### src/rtl/temp_pkg.sv
// Shared definitions for the temperature sensor scan controller.
//   - channel index constants and channel count
//   - per-channel over-temperature limits (9-bit, degrees C)
//   - scan FSM state encoding
package temp_pkg;

  localparam int NUM_CANAIS = 7;

  localparam logic [2:0] CH_SC    = 3'd0;
  localparam logic [2:0] CH_S1    = 3'd1;
  localparam logic [2:0] CH_S2    = 3'd2;
  localparam logic [2:0] CH_S3    = 3'd3;
  localparam logic [2:0] CH_TUBSR = 3'd4;
  localparam logic [2:0] CH_TUBSS = 3'd5;
  localparam logic [2:0] CH_REA   = 3'd6;

  // Over-limit thresholds indexed by channel number.
  localparam logic [8:0] LIMITES [NUM_CANAIS] = '{
    9'd50, 9'd100, 9'd100, 9'd100, 9'd100, 9'd100, 9'd261
  };

  typedef enum logic [1:0] {
    OCIOSO  = 2'd0,
    LEITURA = 2'd1,
    AVALIA  = 2'd2,
    PROXIMO = 2'd3
  } estado_t;

endpackage

### src/rtl/avaliador_canal.sv
// One channel's over-temperature evaluator.
//   en    : one-cycle strobe, dado holds a fresh reading for this channel
//   dado  : 9-bit reading in degrees C
//   sobre : confirmed over-temperature flag
// A reading >= LIMITE counts toward confirmation (saturating at N_CONFIRMA);
// the flag sets when the count reaches N_CONFIRMA. Once set, the flag only
// clears on a reading below LIMITE - HISTERESE (clamped at 0). Readings in
// the band between the two keep a set flag, but reset a pending count.
module avaliador_canal
  import temp_pkg::*;
#(
  parameter int         N_CONFIRMA = 3,
  parameter int         HISTERESE  = 5,
  parameter logic [8:0] LIMITE     = 9'd100
) (
  input  logic       clk,
  input  logic       rst_n,
  input  logic       en,
  input  logic [8:0] dado,
  output logic       sobre
);

  localparam logic [9:0] LIMITE_10 = {1'b0, LIMITE};
  localparam logic [9:0] LIMIAR    = (LIMITE_10 >= 10'(HISTERESE)) ?
                                     (LIMITE_10 - 10'(HISTERESE)) : 10'd0;
  localparam logic [2:0] N_MAX     = 3'(N_CONFIRMA);

  logic [2:0] cnt_q, cnt_d;
  logic       sobre_q, sobre_d;
  logic [2:0] cnt_inc;

  always_comb begin
    cnt_d   = cnt_q;
    sobre_d = sobre_q;
    cnt_inc = (cnt_q == N_MAX) ? cnt_q : cnt_q + 3'd1;
    if (en) begin
      if (dado >= LIMITE) begin
        cnt_d = cnt_inc;
        if (cnt_inc == N_MAX) sobre_d = 1'b1;
      end else if ({1'b0, dado} < LIMIAR) begin
        cnt_d   = 3'd0;
        sobre_d = 1'b0;
      end else if (!sobre_q) begin
        // Hysteresis band with flag clear: confirmation must restart.
        cnt_d = 3'd0;
      end
    end
  end

  always_ff @(posedge clk or negedge rst_n) begin
    if (!rst_n) begin
      cnt_q   <= 3'd0;
      sobre_q <= 1'b0;
    end else begin
      cnt_q   <= cnt_d;
      sobre_q <= sobre_d;
    end
  end

  assign sobre = sobre_q;

endmodule

### src/rtl/varredura_sensores_temp.sv
// Time-multiplexed scan controller for seven temperature sensors.
//   habilita    : enables periodic sweeps (one every PERIODO_VARREDURA cycles)
//   barReq/barAck/barSel/barDado : shared sensor bus
//   reconhece   : operator alarm acknowledge (level)
//   sobreTemp   : per-channel confirmed over-temperature flags
//   falhaSensor : per-channel read-timeout flags
//   alarmeSonoroTemperatura : latched audible alarm
//   fimVarredura: one-cycle pulse when a full sweep completes
//   estado_dbg  : current scan FSM state
// Bus handshake: barReq is high for the whole LEITURA state with barSel
// stable; the sensor answers with barAck=1 and barDado valid in the same
// cycle. barAck is only sampled while barReq=1; without an ack within
// TIMEOUT_LEITURA cycles the channel is flagged faulty and skipped.
module varredura_sensores_temp
  import temp_pkg::*;
#(
  parameter int PERIODO_VARREDURA = 1000,
  parameter int TIMEOUT_LEITURA   = 16,
  parameter int N_CONFIRMA        = 3,
  parameter int HISTERESE         = 5
) (
  input  logic       clk,
  input  logic       rst_n,
  input  logic       habilita,
  input  logic       barAck,
  input  logic [8:0] barDado,
  input  logic       reconhece,
  output logic       barReq,
  output logic [2:0] barSel,
  output logic [6:0] sobreTemp,
  output logic [6:0] falhaSensor,
  output logic       alarmeSonoroTemperatura,
  output logic       fimVarredura,
  output estado_t    estado_dbg
);

  localparam int TW  = $clog2(PERIODO_VARREDURA + 1);
  localparam int TOW = $clog2(TIMEOUT_LEITURA + 1);

  estado_t          estado_q, estado_d;
  logic [2:0]       idx_q, idx_d;
  logic [TW-1:0]    timer_q, timer_d;
  logic [TOW-1:0]   tmo_q, tmo_d;
  logic [8:0]       dado_q, dado_d;
  logic [6:0]       falha_q, falha_d;
  logic             alarme_q, alarme_d;
  logic [6:0]       avalia_stb;

  // State register and datapath registers.
  always_ff @(posedge clk or negedge rst_n) begin
    if (!rst_n) begin
      estado_q <= OCIOSO;
      idx_q    <= 3'd0;
      timer_q  <= '0;
      tmo_q    <= '0;
      dado_q   <= 9'd0;
      falha_q  <= 7'd0;
      alarme_q <= 1'b0;
    end else begin
      estado_q <= estado_d;
      idx_q    <= idx_d;
      timer_q  <= timer_d;
      tmo_q    <= tmo_d;
      dado_q   <= dado_d;
      falha_q  <= falha_d;
      alarme_q <= alarme_d;
    end
  end

  // Next-state and datapath updates.
  always_comb begin
    estado_d = estado_q;
    idx_d    = idx_q;
    timer_d  = (timer_q != '0) ? timer_q - 1'b1 : timer_q;
    tmo_d    = tmo_q;
    dado_d   = dado_q;
    falha_d  = falha_q;
    case (estado_q)
      OCIOSO: begin
        tmo_d = '0;
        if (habilita && timer_q == '0) begin
          estado_d = LEITURA;
          idx_d    = CH_SC;
          timer_d  = TW'(PERIODO_VARREDURA - 1);
        end
      end
      LEITURA: begin
        if (barAck) begin
          dado_d   = barDado;
          tmo_d    = '0;
          estado_d = AVALIA;
        end else if (tmo_q == TOW'(TIMEOUT_LEITURA - 1)) begin
          // Debounce state of the channel is deliberately left alone.
          falha_d[idx_q] = 1'b1;
          tmo_d          = '0;
          estado_d       = PROXIMO;
        end else begin
          tmo_d = tmo_q + 1'b1;
        end
      end
      AVALIA: begin
        falha_d[idx_q] = 1'b0;
        estado_d       = PROXIMO;
      end
      PROXIMO: begin
        if (!habilita || idx_q == CH_REA) begin
          estado_d = OCIOSO;
        end else begin
          idx_d    = idx_q + 3'd1;
          estado_d = LEITURA;
        end
      end
      default: estado_d = OCIOSO;
    endcase

    // Flags seen this cycle win over an acknowledge.
    if (|sobreTemp || |falha_q) alarme_d = 1'b1;
    else if (reconhece)         alarme_d = 1'b0;
    else                        alarme_d = alarme_q;
  end

  // Outputs decoded from state.
  always_comb begin
    barReq       = (estado_q == LEITURA);
    fimVarredura = (estado_q == PROXIMO) && habilita && (idx_q == CH_REA);
    avalia_stb   = (estado_q == AVALIA) ? (7'd1 << idx_q) : 7'd0;
  end

  for (genvar g = 0; g < NUM_CANAIS; g++) begin : g_canal
    avaliador_canal #(
      .N_CONFIRMA (N_CONFIRMA),
      .HISTERESE  (HISTERESE),
      .LIMITE     (LIMITES[g])
    ) u_aval (
      .clk   (clk),
      .rst_n (rst_n),
      .en    (avalia_stb[g]),
      .dado  (dado_q),
      .sobre (sobreTemp[g])
    );
  end

  assign barSel                  = idx_q;
  assign falhaSensor             = falha_q;
  assign alarmeSonoroTemperatura = alarme_q;
  assign estado_dbg              = estado_q;

endmodule

### config.mk
export PLATFORM = sky130hd
export DESIGN_NAME = varredura_sensores_temp
export DESIGN_NICKNAME = d
export VERILOG_FILES = /design/src/rtl/temp_pkg.sv /design/src/rtl/avaliador_canal.sv /design/src/rtl/varredura_sensores_temp.sv
export SDC_FILE = /design/constraint.sdc
export NUM_CORES = 1
export LEC_CHECK = 0
export ABC_AREA = 1
export BUFFER_PORTS_ARGS = -buffer_cell sky130_fd_sc_hd__clkbuf_2
export CAP_MARGIN = 20
export CORE_ASPECT_RATIO = 1.2
export CORE_UTILIZATION = 65
export DETAILED_ROUTE_END_ITERATION = 7
export PLACE_DENSITY = 0.86
export RECOVER_POWER = 100
export SETUP_SLACK_MARGIN = 0.15
export SLEW_MARGIN = 20
export SYNTH_ARGS = -nofsm -noshare
export SYNTH_HDL_FRONTEND = slang
export SYNTH_HIERARCHICAL = 1
export SYNTH_SLANG_ARGS = --single-unit
### constraint.sdc
create_clock -name clk -period 2.9 [get_ports clk]
set_input_delay 0.58 -clock clk [delete_from_list [all_inputs] [get_ports clk]]
set_output_delay 0.58 -clock clk [all_outputs]
set_load 0.02 [all_outputs]
[Word-level counts from Yosys, hierarchy flattened]
Cells that the tools add are included.
Storage, ports and cells
  input bits: 14
  output and inout bits: 22
  bits in registers: 65
  word-level logic and storage cells: 185
Operators by class
  order comparisons: 8
  add/sub/neg operators: 10
  reductions and logical operators: 37
  equality and inequality tests: 38
  bitwise logic cells: 3
  shifts and indexed selects: 1
  muxes and demuxes: 67
Operator list (number)
  two-way mux 3 bit: 30
  == test 3 x 2 -> 1 bit (second input constant): 14
  two-way mux 10 bit: 3
  AND reduction 3 bit: 9
  adder 3 x 1 -> 3 bit (second input constant): 8
  two-way mux 1 bit: 21
  two-way mux 7 bit: 3
  inequality test 3 bit (second input constant): 7
  AND reduction 2 bit: 9
  case mux 7 bit (2 select lines): 1
  nonzero test 2 bit: 7
  OR reduction 7 bit: 2
  inequality test 2 bit (second input constant): 6
  logical NOT 10 bit: 1
  two-way mux 5 bit: 2
  inequality test 2 x 1 -> 1 bit (second input constant): 5
  case mux 5 bit (2 select lines): 1
  nonzero test 10 bit: 1
  subtractor 10 x 1 -> 10 bit (second input constant): 1
  greater-or-equal comparator 9 x 6 -> 1 bit (second input constant): 1
  greater-or-equal comparator 9 x 7 -> 1 bit (second input constant): 1
  greater-or-equal comparator 9 bit (second input constant): 1
  less-than comparator 9 x 6 -> 1 bit (second input constant): 1
  less-than comparator 9 x 7 -> 1 bit (second input constant): 1
  other kinds (21): 28

[Depth between registers and ports, before layout]
Gate-level depths: netlist of the first run.
  depth in word-level cells: 8
  mapped depth: 10
  mapped depth without buffers: 10

[Cells and area by module]
Netlist of the first run, hierarchy kept.
Modules (own cells, without submodules)
  varredura_sensores_temp: instances 1, cells an instance 230, seq. area each 925.9 um2, area an instance 1964.4 um2
  avaliador_canal (g_canal[1].u_aval ...): instances 5, cells an instance 49, seq. area each 100.1 um2, area an instance 316.6 um2
  avaliador_canal (g_canal[0].u_aval): instances 1, cells an instance 49, seq. area each 100.1 um2, area an instance 305.3 um2
  avaliador_canal (g_canal[6].u_aval): instances 1, cells an instance 47, seq. area each 100.1 um2, area an instance 300.3 um2

[Worst setup path before layout of the first run]
Ideal clock, no wire load.
  path type: register -> output
  start point: register idx_q[0] (netlist: barSel[0])
  end point: output port fimVarredura
  data required time: 2320 ps
  cell stages (with the launch flop): 5
  path buffers: 0
  setup slack: 1066 ps
  arrival time: 1254 ps
  path through: dfrtp_1 -> inv_1 -> ha_1 -> nand2_1 -> nor2_1
Between the ends
  longest elaborated chain between the ends: 2
RTL lines
  from (decl): line varredura_sensores_temp.sv:41  | logic [2:0] idx_q, idx_d;
  from (signal assigned): line varredura_sensores_temp.sv:61  | idx_q <= idx_d;
  == test 3 bit: line varredura_sensores_temp.sv:125  | fimVarredura = (estado_q == PROXIMO) && habilita && (idx_q == CH_REA);
  logical AND 1 bit: line varredura_sensores_temp.sv:125
  to (decl): line varredura_sensores_temp.sv:33  | output logic fimVarredura,
No other way between the ends.

[Worst setup path after layout of the first run]
Same ends and word-level chain as after synthesis.

==> qor.txt, run 1 <==
Post-CTS Setup Bufs: 0
final setup fails: 0
top-area cell type share of the netlist area: 0.392
Crit Path Category: flip-flop to primary output
sequential cell area fraction in the yosys report: 0.392
worst path cell trace: inv_1 > ha_1 > nand2_1 > nor2_1 > clkbuf_1
violated checks: capacitance limit, slew limit
Slew @ Worst Pin: 1.55 ns
RSZ-0062 raised after global routing: false
clk buf depth: 2
Yosys warnings: 6
CTS tree: done
min-delay src: barDado[2]
Simple-Gate Fraction of Synth Area: 0.378
Cells after DPL: 688
syn nets: 603
Ant. Diodes: 0
synthesized area per cell: 7.27 sq um
worst hold endpoint: dado_q[2]
worst r2r src: estado_dbg[1]
worst hold path class: primary input to flip-flop
vias per inst: 5.24
fin. max-slew vios: 66
CP Data Arrival Time: 1.70 ns
Final Cell Area: 4570 sq um
TNS Setup: 0 ns
Adder-Cell Fraction of Synth Area: 0.0542
total vias in the final route: 3686
commonest non-fill, non-tap cells in the layout: nand2_1, inv_1, dfrtp_1
Worst Clk Skew: 0.00688 ns
flop2flop setup slack: 0.68 ns
Final Non-Filler Cells: 704
grt ovf: 0
synth top area cells: dfrtp_1, nand2_1, inv_1
IO Pins: 36
initial antenna violation count: 0
DIE AREA: 6710 sq um
number of port buffers: 35
Core Area: 6090 sq um
Initial Util: 0.682
Pwr Density: 827 nW/um^2
Worst path max stage delay: 0.49 ns
WHS Path Cells: 2
largest family of logic cells by synthesized area: simple AND/OR/NAND/NOR gates
Post-synth top flop: dfrtp_1
Detail Placement HPWL: 6350 microns
fmax: 439 MHz
Syn Inst Count: 571
Inserted Clock Buffers: 9
CTS resizes: 0
synthesized area: 4150 sq um
Async S/R FF share, synth: 1.00
largest net degree at the start of global routing: 66
CP Capture Type: primary output
FF-to-FF path depth: 8
first-pass GRT wire length: 15100 microns
vias in the first global route: 3611
Post-Synth XOR/XNOR Area: 0.0322
drt drc: 0
total power: 3.77 mW
largest area contributor in the netlist: dfrtp_1
Leak Pwr: 2.41 nW
Worst setup SP type: flip-flop
Max Cap Viol: 1
DR pass1 iterations: 5
routed wire length: 8780 microns
Die H: 89.6 microns
Final #Nets: 649
status: finished with violations
Max FO, Critical Path: 10
post-synthesis compound-gate area fraction: 0.0350
Final Hold Vio Count: 0
Crit-path slowest cell: dfrtp_1
Layout area overhead: 9.94%
Tot GR Track Use: 0.297
Post-synth EDFFs: 0
placed cell area: 4430 sq um
mux cell area share after synthesis: 0.0244
Rows: 31
VDD IR max: 546 uV
worst path required time: 2.32 ns
die width: 75.0 microns
RePlAce Congestion: 0.838
Final ANT Viol Nets: 0
Starting DRT DRC Count: 219
layout cell share with drive strength beyond 1: 0.125
clock-pin slew on the worst setup and hold paths: 0.07 ns
H-tree depth: 3
Skew-Pair Late Insertion Delay: 0.35 ns
Num Clock Sinks: 65
post-DR wirelength/cell: 12.5 microns
Synth Register Bits: 65
Root Driver: clkbuf_8
commonest non-fill, non-tap cell in the layout: nand2_1
relative slew slack: -0.0357
Period minus WS final: 2.28 ns
Synth cell types: 33
post-route clock period utilization: 0.785
hold_buf cts: 0
## synth_stat cells (8+ instances only)
| cell | n |
|---|---|
| mux2_2 | 9 |
| inv_1 | 81 |
| nand2_1 | 192 |
| o21ai_0 | 10 |
| nor2_1 | 58 |
| dfrtp_1 | 65 |
| nand3_1 | 51 |
| inv_2 | 8 |
| nand2_2 | 18 |
| ha_1 | 18 |
| nand4_1 | 10 |
## worst max-delay path by stage
stage | from | end | slack, ns | cells after the start
2_1_floorplan | barSel[0] | fimVarredura | 1.07 | 4
3_3_place_gp | estado_dbg[0] | g_canal[6].u_aval/sobre | 1.14 | 8
3_5_place_dp | estado_dbg[0] | g_canal[6].u_aval/sobre | 1.04 | 8
4_1_cts | barSel[0] | fimVarredura | 0.69 | 5
5_1_grt | estado_dbg[1] | flip-flop | 0.44 | 8
6_report | barSel[0] | fimVarredura | 0.62 | 5
## power breakdown
group	total, mW	internal [mW]	switching [mW]
Combinational	1.49	0.533	0.961
Clock	0.794	0.423	0.371
Sequential	1.49	1.09	0.393
Total	3.77	2.05	1.73
## final cells by class
class                   instances  area, sq um
multi-input cells             415         2140
flip-flops and latches         65         1630
fillers                       476         1520
inverters                      90          338
repair buffers                 36          153
clock buffers                  10          138
well taps                      82          103
clock inverters                 6         66.3
## layer usage
metal  GRT usage  vias to the layer above  wire length (microns)
li1            -                     1866                      -
met4       0.117                        0                    102
met5           0                        -                      0
met1       0.328                     1728                   3670
met2       0.553                       81                   4640
met3      0.0586                       11                    364
## critical path, delay by kind of cell, from the launching register on
family	cells	cell delay, ns
buffers and inverters	2	0.42
AND/OR/NAND/NOR	2	0.24
adder cells (fa/ha/maj)	1	0.20
flip-flops	1	0.49
## kinds of logic after synthesis
logic type	after synthesis
AND/OR/NAND/NOR	356
flip-flops	65
XOR/XNOR	11
adder cells (fa/ha/maj)	18
multiplexers	9
AO/OA/AOI/OAI	21
buffers and inverters	91
## per-stage QoR
| step | setup WS [ns] | util | hold slack (ns) |
|---|---|---|---|
| CTS | 0.685 | 0.760 | 0.432 |
| finish | 0.623 | 0.750 | 0.465 |
| global placement | 1.14 | 0.727 | 0.477 |
| global route | 0.443 | 0.750 | 0.465 |
| detailed placement | 1.04 | 0.727 | 0.480 |
| floorplan | 1.07 | - | 0.284 |
No activity file was read; power rests on OpenSTA's default activity.
==> run 2: changes to the inputs <==
CORE_UTILIZATION = 54   (was 65)
PLACE_DENSITY = 0.76   (was 0.86)
clock period = 2 ns   (was 2.9 ns; I/O delays follow)
==> qor.txt, run 2 (same netlist as run 1, synthesis figures left out) <==
status: complete, no violations
post-DR wirelength/cell: 12.0 microns
DIE AREA: 8050 sq um
vias per inst: 5.11
drt drc: 0
total power: 5.32 mW
Worst setup SP type: flip-flop
worst path required time: 1.60 ns
RSZ-0062 raised after global routing: true
layout cell share with drive strength beyond 1: 0.139
Final ANT Viol Nets: 0
Final Non-Filler Cells: 715
RePlAce Congestion: 0.792
worst hold path class: primary input to asynchronous set/reset pin
Period minus WS final: 1.81 ns
routed wire length: 8580 microns
CTS tree: done
first-pass GRT wire length: 14700 microns
Max FO, Critical Path: 5
Detail Placement HPWL: 6370 microns
Crit Path Category: flip-flop to primary output
Ant. Diodes: 0
vias in the first global route: 3495
Final Hold Vio Count: 0
initial antenna violation count: 0
commonest non-fill, non-tap cell in the layout: nand2_1
WHS: 0.0997 ns
Initial Util: 0.564
total vias in the final route: 3655
post-route clock period utilization: 0.907
H-tree depth: 3
Leak Pwr: 2.41 nW
Core Area: 7360 sq um
CP Capture Type: primary output
clk buf depth: 2
Num Clock Sinks: 65
IO Pins: 36
Pwr Density: 1160 nW/um^2
footprint of the multi-input gates: 2180 sq um
Layout area overhead: 10.8%
Root Driver: clkbuf_8
number of port buffers: 35
Skew-Pair Late Insertion Delay: 0.34 ns
grt ovf: 0
worst r2r src: estado_dbg[1]
FF-to-FF path depth: 8
clock-pin slew on the worst setup and hold paths: 0.07 ns
relative slew slack: 0.647
Worst Clk Skew: 0.00545 ns
Final #Nets: 652
flop2flop setup slack: 0.27 ns
Inserted Clock Buffers: 9
Die H: 98.1 microns
Final Util: 0.625
TNS Setup: 0 ns
die width: 82.1 microns
DR pass1 iterations: 6
Tot GR Track Use: 0.237
Slew @ Worst Pin: 0.530 ns
CP Data Arrival Time: 1.41 ns
hold_buf cts: 0
register area: 1630 sq um
Rows: 34
commonest non-fill, non-tap cells in the layout: nand2_1, inv_1, dfrtp_1
VDD IR max: 990 uV
largest net degree at the start of global routing: 66
final setup fails: 0
Cells after DPL: 698
Starting DRT DRC Count: 167
fmax: 551 MHz
fill count: 676
fin. max-slew vios: 0
Max Cap Viol: 0
[run 2: cell types whose count changed in the layout (fill, tap and decap cells not counted), sizes merged]
cell    delta
clkinv     -1
clkbuf     +1
bufinv     -1
buf        +4
[run 2: repair_timing]
action	CTS	global route
setup buffers	1	0
gates resized for setup	4	7
pin swaps	1	2
endpoints found under the setup margin	1	7
[run 2: how the worst max path moves through the flow]
| stage | startpoint | end | slack, ns | depth (start not counted) |
|---|---|---|---|---|
| after floorplan | estado_dbg[1] | flip-flop | 0.19 | 9 |
| after global placement | barSel[0] | barSel[0] | 0.32 | 8 |
| after detailed placement | barSel[0] | barSel[2] | 0.27 | 8 |
| after CTS | barSel[0] | fimVarredura | 0.15 | 5 |
| after global routing | estado_dbg[1] | barReq | 0.11 | 3 |
| final | estado_dbg[1] | barReq | 0.19 | 3 |
[run 2: area by class of cell]
cell class              instances  share of cell area
repair buffers                 39              0.0410
flip-flops and latches         65               0.354
clock inverters                 4             0.00435
well taps                      90              0.0245
multi-input cells             415               0.473
inverters                      90              0.0739
clock buffers                  12              0.0294
[run 2: metal layers]
| metal | vias up | routed length (microns) | track usage |
|---|---|---|---|
| li1 | 1880 | - | - |
| met1 | 1718 | 3790 | 0.278 |
| met4 | 0 | 147 | 0.0972 |
| met3 | 13 | 217 | 0.0551 |
| met5 | - | 0 | 0 |
| met2 | 44 | 4420 | 0.406 |
[run 2: where the power goes]
group | switching, mW | leakage [nW] | internal [mW]
clock | 0.488 | 0.0839 | 0.442
sequential | 0.550 | 0.828 | 1.59
combinational | 1.43 | 1.50 | 0.826
total | 2.46 | 2.41 | 2.86
[run 2: worst max-delay path, stage by stage (launching register included)]
cell and delay [ns]:
dfrtp_1 0.42, inv_1 0.09, ha_1 0.28, clkbuf_1 0.27
[run 2: per-stage QoR]
step	instance area (sq um)	setup WS, ns
floorplan	4150	0.193
finish	4600	0.186
global placement	4460	0.319
detailed placement	4460	0.272
CTS	4630	0.151
global route	4600	0.106
==> run 3: changes to the inputs <==
CORE_MARGIN = 3   (was default)
REMOVE_ABC_BUFFERS = 1   (was default)
==> qor.txt, run 3 (same netlist as run 1, synthesis figures left out) <==
Final #Nets: 653
Period minus WS final: 1.81 ns
commonest non-fill, non-tap cells in the layout: nand2_1, inv_1, dfrtp_1
vias in the first global route: 3509
Initial Util: 0.564
Root Driver: clkbuf_8
Rows: 34
RePlAce Congestion: 0.840
RSZ-0062 raised after global routing: true
Final Hold Vio Count: 0
post-DR wirelength/cell: 12.5 microns
Max Cap Viol: 0
Leak Pwr: 2.44 nW
clk buf depth: 2
Num Clock Sinks: 65
Setup WS pre-CTS: 0.250 ns
Layout area overhead: 12.1%
Skew-Pair Late Insertion Delay: 0.34 ns
CP Data Arrival Time: 1.41 ns
Tot GR Track Use: 0.223
hold_buf cts: 0
post-route clock period utilization: 0.903
worst r2r src: estado_dbg[1]
Worst setup SP type: flip-flop
DR pass1 iterations: 5
Final Cell Area: 4660 sq um
Inserted Clock Buffers: 9
drt drc: 0
Crit-path slowest cell: dfrtp_2
Starting DRT DRC Count: 209
commonest non-fill, non-tap cell in the layout: nand2_1
largest net degree at the start of global routing: 66
vias per inst: 5.21
Pwr Density: 1190 nW/um^2
relative slew slack: 0.628
number of port buffers: 35
flop2flop setup slack: 0.27 ns
first-pass GRT wire length: 15500 microns
Core Area: 7360 sq um
total vias in the final route: 3728
Slew @ Worst Pin: 0.558 ns
IO Pins: 36
die width: 86.1 microns
routed wire length: 8940 microns
Worst Clk Skew: 0.00465 ns
Final Non-Filler Cells: 715
final setup fails: 0
Ant. Diodes: 0
clock-pin slew on the worst setup and hold paths: 0.07 ns
WHS: 0.107 ns
CP Capture Type: primary output
CTS tree: done
FF-to-FF path depth: 9
worst hold path class: primary input to asynchronous set/reset pin
Die H: 102 microns
Crit Path Category: flip-flop to primary output
Detail Placement HPWL: 6480 microns
status: complete, no violations
Setup WS post-layout: 0.194 ns
H-tree depth: 3
layout cell share with drive strength beyond 1: 0.142
worst path cell trace: inv_4 > ha_1 > nand2_2 > nor2_4 > buf_6
initial antenna violation count: 0
Final ANT Viol Nets: 0
Worst path max stage delay: 0.43 ns
TNS Setup: 0 ns
VDD IR max: 1070 uV
fin. max-slew vios: 0
DIE AREA: 8780 sq um
fmax: 554 MHz
Max FO, Critical Path: 5
worst path required time: 1.60 ns
placed cell area: 4460 sq um
Cells after DPL: 698
grt ovf: 0
-- run 3: cell type report --
cell class / instances / area [sq um]
timing repair buffer: 40 / 214
fill: 653 / 2700
multi-input combinational: 415 / 2170
inverter: 90 / 340
sequential: 65 / 1630
tap: 90 / 113
clock buffer: 12 / 155
clock inverter: 3 / 40.0
-- run 3: power by group --
group | internal (mW) | switching [mW]
combinational | 0.848 | 1.43
clock | 0.633 | 0.482
sequential | 1.59 | 0.566
-- run 3: worst max-delay path by stage --
stage	slack, ns	end	cells after the start	startpoint
finish	0.19	fimVarredura	5	barSel[0]
global placement	0.34	g_canal[6].u_aval/cnt_q[0]	8	estado_dbg[0]
detailed placement	0.25	flip-flop	8	estado_dbg[1]
floorplan	0.21	flip-flop	8	estado_dbg[1]
global route	0.08	barSel[0]	9	timer_q[0]
CTS	0.15	fimVarredura	5	barSel[0]
-- run 3: per-stage QoR --
stage	utilization	power (mW)
2_1_floorplan	-	3.75
3_3_place_gp	0.607	4.31
3_5_place_dp	0.607	4.42
4_1_cts	0.635	5.59
5_1_grt	0.633	6.06
6_report	0.633	5.55
-- run 3: timing repair --
| item | in CTS | in global routing |
|---|---|---|
| setup buffers | 1 | 1 |
| endpoints found under the setup margin | 1 | 19 |
| pin swaps | 1 | 2 |
| resized for setup | 3 | 15 |
-- run 3: per-layer routing --
layer / global-route usage / vias up / part of all wire / routed length [microns]
met3: 0.0435 / 15 / 0.040 / 359
met5: 0 / - / 0 / 0
li1: - / 1885 / - / -
met4: 0.104 / 0 / 0.021 / 186
met1: 0.272 / 1743 / 0.43 / 3880
met2: 0.379 / 85 / 0.50 / 4510
-- run 3: critical path, delay by kind of cell, from the launching register on --
kind,cells,cell delay (ns)
adder cells (fa/ha/maj),1,0.19
buffers and inverters,2,0.20
flip-flops,1,0.43
AND/OR/NAND/NOR,2,0.24
